--- config.mk ---
export PLATFORM = sky130hd
export DESIGN_NAME = load_store_unit
export DESIGN_NICKNAME = d
export VERILOG_FILES = /design/src/rtl/cpu_mem_pkg.sv /design/src/rtl/lsu_lane_align.sv /design/src/rtl/load_store_unit.sv
export SDC_FILE = /design/constraint.sdc
export NUM_CORES = 1
export LEC_CHECK = 0
export BUFFER_PORTS_ARGS = -buffer_cell sky130_fd_sc_hd__clkbuf_2
export CORE_MARGIN = 2
export CORE_UTILIZATION = 50
export CTS_BUF_LIST = sky130_fd_sc_hd__clkbuf_8
export DETAILED_ROUTE_END_ITERATION = 16
export HOLD_SLACK_MARGIN = 0.06
export PLACE_DENSITY_LB_ADDON = 0.25
export SLEW_MARGIN = 30
export SYNTH_ARGS = -nofsm -noshare
export SYNTH_HDL_FRONTEND = slang
export SYNTH_SLANG_ARGS = --single-unit
export TNS_END_PERCENT = 50
--- constraint.sdc ---
create_clock -name clk -period 6.7 [get_ports clk]
set_input_delay 0.67 -clock clk [delete_from_list [all_inputs] [get_ports clk]]
set_output_delay 0.67 -clock clk [all_outputs]
set_load 0.02 [all_outputs]
--- src/rtl/cpu_mem_pkg.sv ---
// Shared definitions for the MEM-stage load/store path: op encodings, sequencer
// states, the full-word DataMem mask and the alignment rule.
package cpu_mem_pkg;

    localparam int ADDR_WIDTH_DEF = 12;
    localparam int DATA_WIDTH_DEF = 32;
    localparam logic [3:0] MASK_WORD = 4'b1111;

    typedef enum logic [2:0] {
        OP_LB  = 3'd0,
        OP_LBU = 3'd1,
        OP_LH  = 3'd2,
        OP_LHU = 3'd3,
        OP_LW  = 3'd4,
        OP_SB  = 3'd5,
        OP_SH  = 3'd6,
        OP_SW  = 3'd7
    } op_e;

    typedef enum logic [1:0] {
        ST_IDLE = 2'd0,
        ST_RD   = 2'd1,
        ST_MRG  = 2'd2,
        ST_WR   = 2'd3
    } state_e;

    function automatic logic is_load(input op_e op);
        return (op inside {OP_LB, OP_LBU, OP_LH, OP_LHU, OP_LW});
    endfunction

    function automatic logic is_misaligned(input op_e op, input logic [1:0] lo);
        case (op)
            OP_LH, OP_LHU, OP_SH: return lo[0];
            OP_LW, OP_SW:         return |lo;
            default:              return 1'b0;
        endcase
    endfunction

endpackage

--- src/rtl/lsu_lane_align.sv ---
// Little-endian lane handling: pulls a byte/half out of a word with sign or zero
// extension, and splices a store byte/half into a word for read-modify-write.
module lsu_lane_align
    import cpu_mem_pkg::*;
(
    input  logic [31:0] word,
    input  logic [15:0] wdata,
    input  logic [1:0]  lane,
    input  op_e         op,
    output logic [31:0] ext,
    output logic [31:0] merged
);

    logic [7:0]  byte_sel;
    logic [15:0] half_sel;

    always_comb begin
        byte_sel = word[{lane, 3'b000} +: 8];
        half_sel = lane[1] ? word[31:16] : word[15:0];

        case (op)
            OP_LB:   ext = {{24{byte_sel[7]}}, byte_sel};
            OP_LBU:  ext = {24'b0, byte_sel};
            OP_LH:   ext = {{16{half_sel[15]}}, half_sel};
            OP_LHU:  ext = {16'b0, half_sel};
            default: ext = word;
        endcase

        merged = word;
        if (op == OP_SB) begin
            merged[{lane, 3'b000} +: 8] = wdata[7:0];
        end else if (op == OP_SH) begin
            if (lane[1]) merged[31:16] = wdata;
            else         merged[15:0]  = wdata;
        end
    end

endmodule

--- src/rtl/load_store_unit.sv ---
// MEM-stage load/store sequencer in front of a word-only DataMem; sub-word
// stores are done as read-modify-write, bad addresses are rejected unexecuted.
module load_store_unit
    import cpu_mem_pkg::*;
#(
    parameter int ADDR_WIDTH = ADDR_WIDTH_DEF,
    parameter int DATA_WIDTH = DATA_WIDTH_DEF
) (
    input  logic                  clk,
    input  logic                  rst,
    input  logic                  req_valid,
    output logic                  req_ready,
    input  logic [2:0]            req_op,
    input  logic [31:0]           req_addr,
    input  logic [DATA_WIDTH-1:0] req_wdata,
    output logic                  resp_valid,
    output logic [DATA_WIDTH-1:0] resp_data,
    output logic                  resp_err,
    output logic                  mem_ce,
    output logic                  mem_memRr,
    output logic                  mem_we,
    output logic [31:0]           mem_addr,
    output logic [DATA_WIDTH-1:0] mem_wtData,
    output logic [3:0]            mem_w_mask,
    output logic [3:0]            mem_r_mask,
    input  logic [DATA_WIDTH-1:0] mem_rdData
);

    state_e      state;
    op_e         op_q;
    logic [1:0]  lane_q;
    logic [15:0] wdata_q;
    logic [31:0] ext;
    logic [31:0] merged;
    op_e         op_in;
    logic        req_err;

    // Handshake: a request transfers on any rising edge where req_valid && req_ready;
    // the requester holds it until then. Responses are a single-cycle pulse, never stalled.
    assign req_ready  = (state == ST_IDLE);
    assign mem_w_mask = MASK_WORD;
    assign mem_r_mask = MASK_WORD;

    assign op_in   = op_e'(req_op);
    assign req_err = is_misaligned(op_in, req_addr[1:0]) || (|req_addr[31:ADDR_WIDTH]);

    lsu_lane_align u_align (
        .word   (mem_rdData),
        .wdata  (wdata_q),
        .lane   (lane_q),
        .op     (op_q),
        .ext    (ext),
        .merged (merged)
    );

    always_ff @(posedge clk or posedge rst) begin
        if (rst) begin
            state      <= ST_IDLE;
            op_q       <= OP_LB;
            lane_q     <= 2'b00;
            wdata_q    <= '0;
            resp_valid <= 1'b0;
            resp_data  <= '0;
            resp_err   <= 1'b0;
            mem_ce     <= 1'b0;
            mem_memRr  <= 1'b0;
            mem_we     <= 1'b0;
            mem_addr   <= '0;
            mem_wtData <= '0;
        end else begin
            resp_valid <= 1'b0;
            case (state)
                ST_IDLE: begin
                    if (req_valid) begin
                        op_q    <= op_in;
                        lane_q  <= req_addr[1:0];
                        wdata_q <= req_wdata[15:0];
                        if (req_err) begin
                            resp_valid <= 1'b1;
                            resp_err   <= 1'b1;
                            resp_data  <= '0;
                        end else begin
                            mem_ce   <= 1'b1;
                            mem_addr <= {req_addr[31:2], 2'b00};
                            if (is_load(op_in)) begin
                                state     <= ST_RD;
                                mem_memRr <= 1'b1;
                            end else if (op_in == OP_SW) begin
                                state      <= ST_WR;
                                mem_we     <= 1'b1;
                                mem_wtData <= req_wdata;
                            end else begin
                                state     <= ST_MRG;
                                mem_memRr <= 1'b1;
                            end
                        end
                    end
                end
                ST_RD: begin
                    state      <= ST_IDLE;
                    mem_ce     <= 1'b0;
                    mem_memRr  <= 1'b0;
                    resp_valid <= 1'b1;
                    resp_err   <= 1'b0;
                    resp_data  <= ext;
                end
                ST_MRG: begin
                    // Read word is on mem_rdData this cycle; the merged word is written next.
                    state      <= ST_WR;
                    mem_memRr  <= 1'b0;
                    mem_we     <= 1'b1;
                    mem_wtData <= merged;
                end
                ST_WR: begin
                    state      <= ST_IDLE;
                    mem_ce     <= 1'b0;
                    mem_we     <= 1'b0;
                    resp_valid <= 1'b1;
                    resp_err   <= 1'b0;
                    resp_data  <= '0;
                end
                default: state <= ST_IDLE;
            endcase
        end
    end

endmodule

==> results.json, run 1 <==
{
  "status": "completed",
  "clockBufferDepth": 2,
  "antenna_found_initial": 0,
  "clk_pin_slew_worst_paths_ns": 0.07,
  "area_growth_pct": 21.1,
  "r2r_end": "mem_wtData[19]",
  "slew_headroom_pct": 36.3,
  "grt_pass1_wl_mm": 30.6,
  "grt_max_degree": 77,
  "fp-row-count": 42,
  "synth_top_area_share_pct": 44.6,
  "placed_area_mm2": 0.00788,
  "synthFlopType": "dfrtp_1",
  "power_leakage_nw": 4.19,
  "grt_usage_pct": 27.3,
  "fin_crit_sh_pct": 49.9,
  "syn-cell-area_mm2": 0.00684,
  "setup_viol": 0,
  "p_sw_share_pct": 41.9,
  "regToRegSetupSlack_ns": 3.35,
  "insertion_delay_ns": 0.44,
  "fin_setup_tns_ns": 0,
  "hold_buffers": 0,
  "hpwl_mm": 14.4,
  "cts_tree": "done",
  "core_area_mm2": 0.0133,
  "die_height_um": 121,
  "peakVddDrop_uv": 207,
  "drive_gt1_share_pct": 46.6,
  "start_util_pct": 51.4,
  "yosys.area.top_type": "dfrtp_1",
  "dieArea_mm2": 0.0146,
  "syn_avg_cell_area_um2": 10.9,
  "r2r_start": "state[0]",
  "drc_errors": 0,
  "worst_hold_path_type": "input pin to asynchronous set/reset pin",
  "fin_crit_ns": 3.35,
  "drv_cap": 0,
  "drtPass1Iterations": 8,
  "fin_nets": 917,
  "start_kind": "flop",
  "pwr-share-comb_pct": 49.8,
  "route.met3.wl_mm": 1.86,
  "end_kind": "flop",
  "powerDensity_mw_per_mm2": 463,
  "cts_resized": 0,
  "clkPwrFrac_pct": 16.7,
  "fmax_mhz": 299,
  "path_class": "flop to flop",
  "wl_per_cell_um": 19.7,
  "fin_skew_ns": 0.00833,
  "port_buffers": 201,
  "drt_iter0_drc": 436,
  "cts_root_buffer": "clkbuf_8",
  "slew_viol_final": 0,
  "ys_async_sr_fraction_pct": 100,
  "cts_sinks": 122,
  "top_layer": "met4",
  "gp_congestion": 0.887,
  "dr_total_vias": 5812,
  "synth-seq-area-share_pct": 44.6,
  "rr_worst_depth": 7,
  "grt_pass1_vias": 5771,
  "ys_top_cells_by_count": "dfrtp_1 (122), mux2_2 (106), nand2_1 (81), a21oi_1 (37), a31oi_1 (36)",
  "required_ns": 7.03,
  "cts_setup_buffers": 0,
  "worstPathMaxFanout": 32,
  "route.met2.wl_mm": 8.92,
  "die_width_um": 121,
  "p_sw_mw": 1.61,
  "synth_edf_count": 0,
  "drtAntennaViolNets": 0,
  "cts_buffers": 17,
  "synth.top_cells.by_area": "dfrtp_1 (45%), mux2_2 (17%), mux2_4 (6.6%)",
  "rsz0062_at_grt": "no",
  "finalWirelength_mm": 19.5,
  "internal_power_mw": 2.23,
  "synthCells": 628,
  "max_slew.worst_pin.slew_ns": 0.955,
  "crit_arrival_ns": 3.67,
  "yosysUniqueCellTypes": 44,
  "htree_levels": 4,
  "synth_most_common_cell": "dfrtp_1",
  "avgViaCountPerCell": 5.85,
  "grt_overflow": 0,
  "ys_seq_elements": 122,
  "yosysWarnings": 0,
  "antenna_cells": 0,
  "seqPwrFrac_pct": 33.5,
  "hold_viol_final": 0,
  "wl_met1_mm": 7.98,
  "stdcell_area_mm2": 0.00828,
  "ioPinCount": 212
}
-- layout by cell type, fill, tap and decap left out, types with 2 or more instances in the layout --
cell       netlist  routed
mux2i_1          3       3
nand2_1         81      81
mux2_2         106     106
nor4bb_2         0       4
a221oi_1        32      32
clkbuf_2         0     201
and2_1          21      21
ha_1            10      10
nor4_1           6       6
dfrtp_1        122     122
conb_1           2      10
o221ai_1         7       7
and4b_1          2       2
nor2_1           4       4
bufinv_16        0       2
o21ai_0         11      11
clkinv_2         0       3
buf_4           13       5
a31oi_1         36      36
a21oi_1         37      36
o211ai_1         2       2
clkbuf_8         0      20
o22ai_1          7       7
nor2b_1          2       2
mux2_4          30      30
inv_1           27      30
nand2b_1         2       2
-- how the worst max path moves through the flow --
stage / from / end
2_1_floorplan: rst / lane_q[0]
3_3_place_gp: state[0] / mem_wtData[26]
3_5_place_dp: state[0] / mem_wtData[24]
4_1_cts: state[0] / mem_wtData[24]
5_1_grt: state[0] / mem_wtData[25]
6_report: state[0] / mem_wtData[19]
-- final cells by class --
| class | instances | area (um2) |
|---|---|---|
| sequential | 122 | 3050 |
| timing repair buffer | 207 | 1050 |
| fill | 1117 | 5010 |
| inverter | 28 | 108 |
| tap | 176 | 220 |
| clock buffer | 20 | 275 |
| multi-input combinational | 429 | 3460 |
| clock inverter | 11 | 106 |
-- metal layers --
layer,track usage [%],vias to the layer above
met5,0,-
met4,14.2,0
met3,7.28,58
met2,41.7,318
met1,35.6,2815
li1,-,2621
-- flip-flops by register name (all words and copies together) (netlist names) --
signal,count
mem_wtData,32
resp_data,32
mem_addr,30
wdata_q,16
op_q,3
lane_q,2
state,2
mem_ce,1
mem_memRr,1
mem_we,1
resp_err,1
resp_valid,1
-- logic make-up (layout without fill, tap and decap cells) --
| kind of cell | Yosys count | count (layout) | synth area share (%) |
|---|---|---|---|
| adders and majority gates | 10 | 10 | 1.83 |
| other | 2 | 10 | 0.110 |
| and+or+nand+nor | 128 | 128 | 9.11 |
| DFF | 122 | 122 | 44.6 |
| muxes | 139 | 139 | 24.5 |
| buffers and inverters | 85 | 266 | 5.80 |
| xor gates and xnor gates | 1 | 1 | 0.128 |
| AOI/OAI and AO/OA | 141 | 141 | 13.9 |
-- worst max-delay path: stages, from the launching register on --
cell	delay, ns
dfrtp_1	0.42
inv_1	0.12
ha_1	0.39
nand2_1	0.64
or3_4	0.73
a2bb2oi_4	0.21
buf_4	0.31
mux2_4	0.37
-- power by group through the flow --
stage          sequential (mW)  clock [mW]  combinational, mW
2_1_floorplan             1.38           0               1.28
3_3_place_gp              1.27           0               1.85
3_5_place_dp              1.29           0               1.90
4_1_cts                   1.28       0.655               1.91
5_1_grt                   1.32       0.685               2.07
6_report                  1.28       0.640               1.91
-- metrics by stage --
stage          utilization [%]  cells  hold slack [ns]  worst slack, ns  total power, mW
3_3_place_gp              59.2    962            0.468             3.50             3.12
5_1_grt                   62.3    993            0.327             3.12             4.07
6_report                  62.3    993            0.277             3.35             3.84
4_1_cts                   62.2    993            0.280             3.34             3.84
2_1_floorplan                -    636            0.502             2.79             2.67
3_5_place_dp              59.3    962            0.472             3.38             3.19
No activity file was read; power rests on OpenSTA's default activity.
==> inputs of run 2 (changes only) <==
- clock period: 6.7 -> 3.3 ns (I/O delays scaled with it)
==> run 2 against run 1 <==
Utilization increased by 1.2 points. Final cell count increased by 1.5%. Clock power increased by 120%. Count of clock-buffer cells in the layout unchanged. Via count decreased by 0.28%. Largest cell class unchanged.
==> results.json, run 2 (same netlist as run 1, synthesis figures left out) <==
{
  "path_buf_inv": 3,
  "p_sw_mw": 3.32,
  "final.fill_count": 1116,
  "fin_setup_tns_ns": 0,
  "fp-row-count": 42,
  "finalWirelength_mm": 19.2,
  "grt_pass1_vias": 5744,
  "p_sw_share_pct": 41.8,
  "grt_pass1_wl_mm": 30.5,
  "fin_nets": 931,
  "cts_sinks": 122,
  "drc_errors": 0,
  "mostFrequentLayoutCells": "clkbuf_2 (201), dfrtp_1 (122), mux2_2 (106)",
  "required_ns": 3.64,
  "die_height_um": 121,
  "cts_root_buffer": "clkbuf_8",
  "grt_overflow": 0,
  "antenna_cells": 0,
  "area_growth_pct": 23.4,
  "internal_power_mw": 4.62,
  "fin_skew_ns": 0.0121,
  "power.total_mw": 7.93,
  "htree_levels": 4,
  "crit_top_cell": "inv_1",
  "drtPass1Iterations": 5,
  "antenna_found_initial": 0,
  "ioPinCount": 212,
  "dieArea_mm2": 0.0146,
  "setup_viol": 0,
  "fin_crit_ns": 2.72,
  "cp_slowest_cell": "a2bb2oi_4",
  "clk_pin_slew_worst_paths_ns": 0.07,
  "drive_gt1_share_pct": 47.8,
  "core_area_mm2": 0.0133,
  "top_regs": "mem_wtData x32, resp_data x32, mem_addr x30",
  "fmax_mhz": 368,
  "path_class": "flop to flop",
  "gp_congestion": 0.893,
  "crit_chain": "inv_1 -> ha_1 -> inv_1 -> a2bb2oi_4 -> buf_4 -> mux2_4",
  "insertion_delay_ns": 0.46,
  "pwr-share-comb_pct": 51.1,
  "clockBufferDepth": 2,
  "peakVddDrop_uv": 332,
  "grt_usage_pct": 27.3,
  "fin_crit_sh_pct": 82.3,
  "crit_family": "compound AO/OA/AOI/OAI gates",
  "die_width_um": 121,
  "worst_hold_path_type": "input pin to flop",
  "cts_buffers": 17,
  "clkPwrFrac_pct": 17.5,
  "slew_headroom_pct": 37.1,
  "wl_per_cell_um": 19.0,
  "dr_total_vias": 5796,
  "status": "completed",
  "cts_tree": "done",
  "powerDensity_mw_per_mm2": 940,
  "critPathMaxStageDelay_ns": 0.77,
  "rsz0062_at_grt": "no",
  "power_leakage_nw": 4.25,
  "start_kind": "flop",
  "crit_arrival_ns": 3.05,
  "start_util_pct": 51.4,
  "max_slew.worst_pin.slew_ns": 0.941,
  "port_buffers": 201,
  "slew_viol_final": 0,
  "drt_iter0_drc": 414,
  "final_common_cell": "clkbuf_2",
  "avgViaCountPerCell": 5.75,
  "seqPwrFrac_pct": 31.4,
  "end_kind": "flop",
  "hold_viol_final": 0,
  "hpwl_mm": 14.2,
  "drtAntennaViolNets": 0,
  "worstPathMaxFanout": 21,
  "drv_cap": 0,
  "grt_max_degree": 68
}
## run 2: cell types whose count changed in the layout (fill, tap and decap cells not counted), sizes merged
cell | previous run | this run
inv | 31 | 28
dlygate4sd3 | 0 | 1
clkinvlp | 1 | 4
buf | 6 | 19
clkinv | 5 | 6
## run 2: power by group through the flow
stage	logic [mW]	clock network [mW]	registers [mW]
after global routing	4.38	1.50	2.56
final	4.05	1.39	2.49
after global placement	3.94	0	2.47
after floorplan	2.60	0	2.81
after CTS	4.06	1.42	2.48
after detailed placement	4.05	0	2.50
## run 2: cell type report
type                    count  area, um2  area share, %
clock buffers              20        275           3.26
clock inverters            12        140           1.66
inverters                  28        109           1.29
multi-input cells         429       3460           41.0
flip-flops and latches    122       3050           36.2
well taps                 176        220           2.61
repair buffers            221       1180           14.0
## run 2: layer usage
metal  GRT usage (%)  share of wire (%)  vias up
li1                -                  -     2659
met1            35.8                 42     2773
met2            42.3                 45      311
met3            8.08                9.2       53
met4            11.4                3.4        0
met5               0                  0        -
## run 2: worst paths after layout
check                             start              to  slack (ns)  cells after the start
hold / removal              req_addr[5]     mem_addr[5]        0.11                      2
min in group asynchronous           rst       mem_memRr        0.40                      3
hold reg to reg            mem_addr[14]    mem_addr[14]        0.49                      1
max in group asynchronous           rst  mem_wtData[16]        2.27                      4
setup / recovery               state[1]  mem_wtData[19]        0.58                      6
setup reg to reg               state[1]  mem_wtData[19]        0.58                      6
## run 2: through the flow
| stage | area [um2] | hold slack [ns] | utilization (%) | setup slack (ns) | cells |
|---|---|---|---|---|---|
| floorplan | 6870 | 0.480 | - | 0.692 | 636 |
| global placement | 7980 | 0.468 | 60.0 | 0.546 | 974 |
| detailed placement | 7990 | 0.470 | 60.1 | 0.476 | 974 |
| CTS | 8400 | 0.0822 | 63.2 | 0.554 | 1006 |
| global route | 8440 | 0.0792 | 63.5 | 0.405 | 1008 |
| finish | 8440 | 0.106 | 63.5 | 0.584 | 1008 |
## run 2: timing repair
action	4_1_cts	5_1_grt
hold endpoints to repair	0	9
hold buffers	0	1
setup buffers	0	0
gates resized for setup	0	0
## run 2: worst register-to-register path, stage by stage (launching register included)
cell and delay [ns]:
dfrtp_1 0.44, inv_1 0.11, ha_1 0.40, inv_1 0.15, a2bb2oi_4 0.77, buf_4 0.41, mux2_4 0.32
==> inputs of run 3 (changes only) <==
- CORE_UTILIZATION: 50 -> 48
- clock period: 3.3 -> 2.2 ns (I/O delays scaled with it)
==> run 3 against run 2 <==
Clock skew down 0.0036 ns. The run now ends with setup timing left. Register-to-register slack worse by 0.61 ns. Worst hold slack lost 0.015 ns.
==> results.json, run 3 (same netlist as run 1, synthesis figures left out) <==
{
  "drive_gt1_share_pct": 50.1,
  "fp-row-count": 43,
  "clkPwrFrac_pct": 17.9,
  "grt_usage_pct": 28.2,
  "slew_headroom_pct": 52.6,
  "peakVddDrop_uv": 597,
  "dieArea_mm2": 0.0152,
  "start_util_pct": 49.3,
  "p_sw_mw": 5.32,
  "max_slew.worst_pin.slew_ns": 0.710,
  "pwr-share-comb_pct": 53.5,
  "antenna_cells": 0,
  "seqPwrFrac_pct": 28.5,
  "crit_chain": "buf_6 -> buf_12 -> mux2_4 -> or2_4 -> a32oi_4 -> buf_12 -> a21oi_1 -> mux2_4",
  "violations": "setup timing",
  "required_ns": 2.53,
  "die_width_um": 123,
  "powerDensity_mw_per_mm2": 1430,
  "fin_crit_ns": 2.22,
  "grt_pass1_wl_mm": 32.4,
  "power_leakage_nw": 4.61,
  "top_regs": "mem_wtData x32, resp_data x32, mem_addr x30",
  "r2r_start": "lane_q[1]",
  "finalWirelength_mm": 21.0,
  "grt_pass1_vias": 6025,
  "ioPinCount": 212,
  "mostFrequentLayoutCells": "clkbuf_2 (201), dfrtp_1 (122), mux2_2 (97)",
  "endpoint": "resp_data[28]",
  "start_kind": "flop",
  "cts_root_buffer": "clkbuf_8",
  "core_area_mm2": 0.0139,
  "grt_overflow": 0,
  "rsz0062_at_grt": "yes",
  "dr_total_vias": 6072,
  "clockBufferDepth": 2,
  "internal_power_mw": 7.88,
  "cp_slowest_cell": "dfrtp_1",
  "crit_arrival_ns": 2.55,
  "fin_nets": 980,
  "htree_levels": 4,
  "hpwl_mm": 14.7,
  "cts_tree": "done",
  "worstPathMaxFanout": 8,
  "cts_buffers": 17,
  "critPathMaxStageDelay_ns": 0.42,
  "drc_errors": 0,
  "grt_util_met3_pct": 6.27,
  "avgViaCountPerCell": 5.72,
  "gp_congestion": 0.918,
  "fin_util_pct": 66.3,
  "rr_worst_depth": 8,
  "timing.critical_path.from": "lane_q[1]",
  "antenna_found_initial": 0,
  "busiest_layer": "met2",
  "insertion_delay_ns": 0.45,
  "globalRouteMet1Util_pct": 36.6,
  "final_common_cell": "clkbuf_2",
  "port_buffers": 201,
  "regToRegSetupSlack_ns": -0.02,
  "drv_cap": 0,
  "setup_viol": 7,
  "end_kind": "flop",
  "use_met2_pct": 45.2,
  "r2r_end": "resp_data[28]",
  "drtAntennaViolNets": 0,
  "cts_sinks": 122,
  "clk_pin_slew_worst_paths_ns": 0.07,
  "fin_crit_sh_pct": 101,
  "p_sw_share_pct": 40.3,
  "worst_hold_path_type": "input pin to flop",
  "fin_setup_tns_ns": -0.0788,
  "area_growth_pct": 34.6,
  "drt_iter0_drc": 506,
  "wl_per_cell_um": 19.8,
  "drtPass1Iterations": 6,
  "grt_max_degree": 123,
  "fin_skew_ns": 0.00847,
  "fin_ws_ns": -0.0244,
  "fmax_mhz": 450,
  "slew_viol_final": 0,
  "path_class": "flop to flop",
  "hold_viol_final": 0,
  "die_height_um": 123,
  "status": "finished, violations left"
}
==> run 3: layer usage <==
| layer | vias to the layer above | part of all wire, % |
|---|---|---|
| met1 | 2976 | 42 |
| met4 | 0 | 3.1 |
| met5 | - | 0 |
| met3 | 42 | 8.1 |
| met2 | 304 | 47 |
| li1 | 2750 | - |
==> run 3: worst min path at each step <==
stage | start | end | cells after the start
detailed placement | rst | mem_addr[5] | 3
global route | req_addr[0] | lane_q[0] | 2
finish | req_addr[0] | lane_q[0] | 2
global placement | rst | mem_addr[5] | 3
floorplan | req_addr[1] | lane_q[1] | 1
CTS | req_addr[0] | lane_q[0] | 2
==> run 3: critical path, delay by kind of cell (launching register included) <==
family                 cells  cell delay, ns
muxes                      2            0.57
buffers and inverters      3            0.45
DFF                        1            0.42
AOI/OAI and AO/OA          2            0.42
and+or+nand+nor            1            0.24
==> run 3: final cells by class <==
cell class	count	area, um2
Clock buffer	20	275
Clock inverter	12	195
Fill cell	1075	4680
Inverter	28	109
Multi-Input combinational cell	429	3640
Sequential cell	122	3050
Tap cell	180	225
Timing Repair Buffer	270	1710
==> run 3: what timing repair did <==
item,4_1_cts,5_1_grt
resized for setup,12,31
hold endpoints to repair,149,0
pin swaps,2,2
gates cloned,1,0
buffers inserted,0,8
endpoints found under the setup margin,36,37
hold buffers,28,0
==> run 3: stage by stage <==
| stage | power (mW) | hold slack [ns] | setup WS (ns) | std cells | area (um2) |
|---|---|---|---|---|---|
| floorplan | 8.12 | 0.370 | -0.408 | 636 | 6870 |
| global placement | 10.0 | 0.448 | -0.469 | 992 | 8150 |
| detailed placement | 10.2 | 0.457 | -0.195 | 992 | 8170 |
| CTS | 12.9 | 0.0647 | -0.0178 | 1053 | 9000 |
| global route | 14.0 | 0.0737 | -0.0788 | 1061 | 9210 |
| finish | 13.2 | 0.0911 | -0.0244 | 1061 | 9210 |
==> run 3: power groups by stage <==
stage	registers [mW]	clock network, mW	logic (mW)
2_1_floorplan	4.21	0	3.90
3_3_place_gp	3.73	0	6.28
3_5_place_dp	3.76	0	6.45
4_1_cts	3.73	2.42	6.74
5_1_grt	3.86	2.51	7.60
6_report	3.77	2.36	7.07
